`src/rtl/valu_pipe_seq.sv`:
```
// Issue sequencer for the VALU multiply/add pipeline: tracks ops through the
// mult and add stages, drives stage enables, mode bits and the writeback port.
module valu_pipe_seq #(
  parameter int MULT_STAGES = 1,
  parameter int ADD_STAGES  = 1,
  parameter int TAG_WIDTH   = 5
) (
  input  logic                   clk,
  input  logic                   reset,
  input  logic                   issue_valid,
  output logic                   issue_ready,
  input  logic [1:0]             issue_op,
  input  logic [TAG_WIDTH-1:0]   issue_tag,
  input  logic                   stall,
  output logic [MULT_STAGES-1:0] mult_pipe_enable,
  output logic [ADD_STAGES-1:0]  add_pipe_enable,
  output logic [MULT_STAGES-1:0] mult_by_one,
  output logic [ADD_STAGES-1:0]  add_to_zero,
  output logic                   save_to_accum,
  output logic                   wb_valid,
  input  logic                   wb_ready,
  output logic [TAG_WIDTH-1:0]   wb_tag,
  output logic [1:0]             wb_op,
  output logic                   busy
);

  localparam int N = MULT_STAGES + ADD_STAGES;

  localparam logic [1:0] OP_MULT = 2'b00;
  localparam logic [1:0] OP_ADD  = 2'b01;
  localparam logic [1:0] OP_MACC = 2'b11;

  // Slot s < MULT_STAGES is mult stage s; slot MULT_STAGES+j is add stage j.
  logic [N-1:0]         vld_p;
  logic [1:0]           op_p  [N];
  logic [TAG_WIDTH-1:0] tag_p [N];

  logic advance;
  logic step;
  logic hazard;
  logic issue_fire;

  function automatic logic is_op(input logic vld, input logic [1:0] op,
                                 input logic [1:0] want);
    return vld && (op == want);
  endfunction

  assign advance     = !stall && (!wb_valid || wb_ready);
  assign step        = advance && !reset;
  assign issue_ready = advance && !hazard && !reset;
  assign issue_fire  = issue_valid && issue_ready;
  assign busy        = (|vld_p) || wb_valid;

  // A MACC within the first ADD_STAGES-1 slots would reach add stage 0 before
  // the older MACC has written the accumulator, so the new MACC must wait.
  always_comb begin
    hazard = 1'b0;
    for (int s = 0; s <= ADD_STAGES - 2; s++) begin
      if (is_op(vld_p[s], op_p[s], OP_MACC)) begin
        hazard = 1'b1;
      end
    end
    hazard = hazard && (issue_op == OP_MACC);
  end

  always_comb begin
    mult_pipe_enable    = '0;
    add_pipe_enable     = '0;
    mult_by_one         = '0;
    add_to_zero         = '0;
    mult_pipe_enable[0] = step && issue_fire;
    for (int k = 1; k < MULT_STAGES; k++) begin
      mult_pipe_enable[k] = step && vld_p[k-1];
    end
    for (int k = 0; k < MULT_STAGES; k++) begin
      mult_by_one[k] = is_op(vld_p[k], op_p[k], OP_ADD);
    end
    for (int j = 0; j < ADD_STAGES; j++) begin
      add_pipe_enable[j] = step && vld_p[MULT_STAGES+j-1];
      add_to_zero[j]     = is_op(vld_p[MULT_STAGES+j], op_p[MULT_STAGES+j], OP_MULT);
    end
  end

  assign save_to_accum = step && is_op(vld_p[N-1], op_p[N-1], OP_MACC);

  // Slot valids and writeback register: shift in lockstep, bubbles kept.
  always_ff @(posedge clk) begin
    if (reset) begin
      vld_p    <= '0;
      wb_valid <= 1'b0;
      wb_tag   <= '0;
      wb_op    <= '0;
    end else if (advance) begin
      vld_p    <= {vld_p[N-2:0], issue_fire};
      wb_valid <= vld_p[N-1];
      wb_tag   <= tag_p[N-1];
      wb_op    <= op_p[N-1];
    end else if (wb_valid && wb_ready) begin
      wb_valid <= 1'b0;
    end
  end

  // Slot payloads follow the valids; contents of bubble slots are don't-care.
  always_ff @(posedge clk) begin
    if (advance) begin
      op_p[0]  <= issue_op;
      tag_p[0] <= issue_tag;
      for (int s = 1; s < N; s++) begin
        op_p[s]  <= op_p[s-1];
        tag_p[s] <= tag_p[s-1];
      end
    end
  end

endmodule

```
`config.mk`:
```
export PLATFORM = sky130hd
export DESIGN_NAME = valu_pipe_seq
export DESIGN_NICKNAME = d
export VERILOG_FILES = /design/src/rtl/valu_pipe_seq.sv
export SDC_FILE = /design/constraint.sdc
export NUM_CORES = 1
export LEC_CHECK = 0
export CORE_MARGIN = 4
export CORE_UTILIZATION = 44
export CTS_CLUSTER_DIAMETER = 200
export DETAILED_ROUTE_END_ITERATION = 8
export GPL_TIMING_DRIVEN = 1
export HOLD_SLACK_MARGIN = 0.02
export MAX_ROUTING_LAYER = met4
export PLACE_DENSITY = 0.76
export SETUP_SLACK_MARGIN = 0.15
export SYNTH_ARGS = -nofsm -noshare
export SYNTH_HDL_FRONTEND = slang
export SYNTH_SLANG_ARGS = --single-unit
```
`constraint.sdc`:
```
create_clock -name clk -period 1.8 [get_ports clk]
set_input_delay 0.18 -clock clk [delete_from_list [all_inputs] [get_ports clk]]
set_output_delay 0.18 -clock clk [all_outputs]
set_load 0.03 [all_outputs]
```
; Yosys cells after proc, flatten, opt, wreduce, memory -nomap -nowiden
; Memory sizes are Yosys's and may differ from the RTL's. A register that Yosys moved wholly into a read port is not among the register bits.
; Index checks and enable logic that the tools add are counted.
[word_totals]
regBits = 5
ram_bits = 14
elab_cells = 29
mem_count = 2
[mem_list]
columns = memory, depth, word_bits, read_ports, rd_clocked_by_memory_dff, write_ports, line_no
row1 = tag_p, 2, 5, 2, 1, 2, 36  ; logic [TAG_WIDTH-1:0] tag_p [N];
row2 = op_p, 2, 2, 2, 0, 2, 35  ; logic [1:0] op_p [N];
[classes]
eq_ne = 2
mux = 4
reduce_logical = 18
[ops]
columns = operator, n
row1 = $logic_and A1 B1 Y1, 10
row2 = $mux W1, 4
row3 = $logic_not A1 Y1, 3
row4 = $eq A2 B1 Y1 const B, 1
row5 = $eq A2 B2 Y1 const B, 1
row6 = $logic_not A2 Y1, 1
row7 = $logic_or A1 B1 Y1, 2
row8 = $reduce_bool A2 Y1, 1
row9 = $reduce_or A2 Y1, 1

; Depth between registers and ports, before layout
[depth]
word_depth = 6
depth_mapped = 5
mapped_depth_nobuf = 3

; Least setup slack after synthesis
; OpenSTA, ideal clock, no wires.
[synth_timing]
kind = reg2reg
from = register wb_valid
to = memory op_p[0][0], enable pin
arrival_ns = 1.053
t_required_ns = 1.446
slack_ns = 0.393
stages_incl_launch_ff = 5
period_less_slack_ns = 1.407
cell_sequence = dfxtp_1 -> nand2b_1 -> buf_6 -> nand2_2 -> inv_1
[synth_rtl]
columns = item, line_no
row1 = "start, declared", 20  ; output logic wb_valid,
row2 = "start signal, assigned", 95  ; wb_valid <= vld_p[N-1];
row3 = "end, declared", 35

; Worst setup path after layout
[layout_timing]
from = register wb_valid
to = output port wb_valid
; No word-level cell between the ends.

==> results.cfg <==
[critical_path]
crit_path_start_kind = register
crit_path_end_kind = output pin
path_max_fanout = 4
max_stage_delay_ns = 0.68
worstSetupPathDepth = 1
crit_chain = clkdlybuf4s50_1
crit_family = buffers and inverters
cp_data_required_time_ns = 1.62
critPathKind = reg -> out
crit_buf_inv = 1
worstPathArrival_ns = 1.36
crit_slowest_cell = clkdlybuf4s50_1
r2r_cells = 3

[yosys]
synthArstFlopShare_pct = 0
yosys.cell_count.top_type = edfxtp_1
syn_area_um2 = 900
yosys_warnings = 0
yosys-top-cells-area = edfxtp_1 (47%), dfxtp_1 (22%), a21oi_1 (5.6%)
synth_top_cell_area_share_pct = 46.7
ys_types = 20
synth_seq_area_share_pct = 69.0
yosysTopAreaCell = edfxtp_1
synth_edf_count = 14
synth_common_cells = edfxtp_1 (14), a21oi_1 (10), dfxtp_1 (10), nand3_1 (10), o21ai_0 (8)
syn_inst = 71
synth-seq-cells = 24
syn_avg_cell_area_um2 = 12.7
synth-main-ff-cell = edfxtp_1
synth_fp_nets = 83

[final_layout]
fillers = 173
final_layout_size_suffix_gt1_share_pct = 19.0
multi_input_area_um2 = 229
area_growth_pct = 34.8
fin_nets = 113
antenna_cells = 0
regArea_um2 = 621

[routing]
postRouteAntennaNets = 0
num_vias = 615
viasPerCell = 4.84
initialDrtViolationCount = 7
drc = 0
routed_wl_um = 1470
drt_first_pass_iters = 4
wire_per_inst_um = 11.6

[global_routing]
grt_usage_pct = 12.5
grt_max_degree = 15
grt_pass1_vias = 605
grt_antenna_before_repair = 0
grt_pass1_wl_um = 2440
grt_overflow_total = 0

[sta]
fin_crit_ns = 1.54
finalClockSkew_ns = 0.00194
fmax_ghz = 0.651
grt_setup_unrepaired = no
worst_pin_slew_ns = 0.531
fin_setup_tns_ns = 0
finalHoldViolCount = 0
finalCritPeriodShare_pct = 85.4
fin_hold_ws_ns = 0.418
slew_violations = 0
slew_headroom_pct = 64.5
final-setup-viol-count = 0

[floorplan]
rows = 16
die_area_um2 = 2830
fp.coreArea_um2 = 1940
dieHeight_um = 53.2
die_x_um = 53.2
start_util_pct = 46.3
ios = 27

[clock_tree]
htreeDepth = 1
cts_hold_buffers = 0
cts_root_buf = clkbuf_4
clk_pin_slew_worst_paths_ns = 0.12
clkLatencyLatePin_ns = 0.30
cts_buffers = 3
tritoncts = yes
clock-sinks = 24
cts_buffer_depth = 2

[place]
gp_congestion = 0.789
dp_hpwl_um = 1150
portBuffers = 26

[pwr]
leakagePower_nw = 0.453
netSwitchingFraction_pct = 20.2
p_comb_share_pct = 11.0
p_per_area_nw_per_um2 = 924
power_frac_clock_pct = 33.3
internal_power_w = 0.000894
power_switching_w = 0.000226
vdd_drop_max_mv = 0.611
power_w = 0.00112
seq_power_share_pct = 55.7

[status]
status = complete, no violations

[hold_path]
whs_path_depth = 1
min_path_type = in -> reg

[run]
drv_cap = 0
==> worst reg2reg max path, delay by kind of cell, from the launching register on <==
family	cells	cell delay [ns]
compound gates	2	0.33
simple gates	1	0.47
flops	1	0.37
==> metrics by stage <==
| step | utilization [%] | cell area [µm²] | setup slack (ns) | instances |
|---|---|---|---|---|
| floorplan | - | 900 | 0.393 | 71 |
| global placement | 60.3 | 1170 | 0.274 | 123 |
| detailed placement | 60.3 | 1170 | 0.303 | 123 |
| CTS | 62.8 | 1220 | 0.223 | 127 |
| global route | 62.4 | 1210 | 0.169 | 127 |
| finish | 62.4 | 1210 | 0.263 | 127 |
==> placed cells by master (no fill, tap or decap) <==
master,instances
inv_2,1
buf_4,8
clkdlybuf4s50_1,19
nand3_1,10
nand2_2,1
bufinv_16,1
o21ai_0,8
a21oi_1,10
nand2b_1,1
o21ai_1,1
or3_1,1
dlygate4sd2_1,1
nor2_1,2
dfxtp_1,10
nor3b_2,2
nor3_2,1
clkbuf_4,3
inv_1,1
nor3b_1,1
and3b_1,1
edfxtp_1,14
clkbuf_2,2
nor2b_1,1
==> repair_timing <==
action	4_1_cts	5_1_grt
buffers inserted	0	0
resized for setup	3	5
endpoints found under the setup margin	3	2
==> cell families after synthesis <==
family          Yosys count  share of synthesized area [%]
flops                    24                           69.0
compound gates           19                           10.6
buf+inv                   7                           5.56
simple gates             21                           14.9
==> metal layers <==
metal / wire (µm) / track usage, %
met2: 723 / 21.6
met1: 610 / 12.6
met3: 109 / 2.82
met5: 0 / -
met4: 28 / 7.66
==> power by group through the flow <==
stage / clock network [W] / registers [W] / logic [W]
final: 0.000373 / 0.000624 / 0.000124
after global routing: 0.000417 / 0.000627 / 0.000132
after CTS: 0.000387 / 0.000624 / 0.000125
after detailed placement: 0 / 0.000636 / 0.000127
after global placement: 0 / 0.000635 / 0.000124
after floorplan: 0 / 0.000652 / 0.0000491
==> sequential cells by signal, indices dropped and copies added (netlist names) <==
signal,cells
op_p,4
tag_p,10
vld_p,2
wb_op,2
wb_tag,5
wb_valid,1
==> area by class of cell <==
class                           instances  share of cell area (%)
Inverter                                2                   0.619
Timing Repair Buffer                   30                    22.2
Sequential cell                        24                    51.2
Tap cell                               27                    2.79
Clock buffer                            3                    1.86
Multi-Input combinational cell         40                    18.9
Clock inverter                          1                    2.48
==> worst paths after layout <==
| path | startpoint | end | slack (ns) |
|---|---|---|---|
| max reg2reg | wb_valid$_SDFFE_PP0P_ | wb_op[1]$_SDFFE_PP0P_ | 0.58 |
| min | issue_tag[0] | tag_p[0][0]$_DFFE_PP_ | 0.42 |
| min reg2reg | tag_p[0][3]$_DFFE_PP_ | tag_p[1][3]$_DFFE_PP_ | 0.43 |
| max | wb_valid$_SDFFE_PP0P_ | wb_valid | 0.26 |
Note: power is estimated with default switching activity, not from simulation.
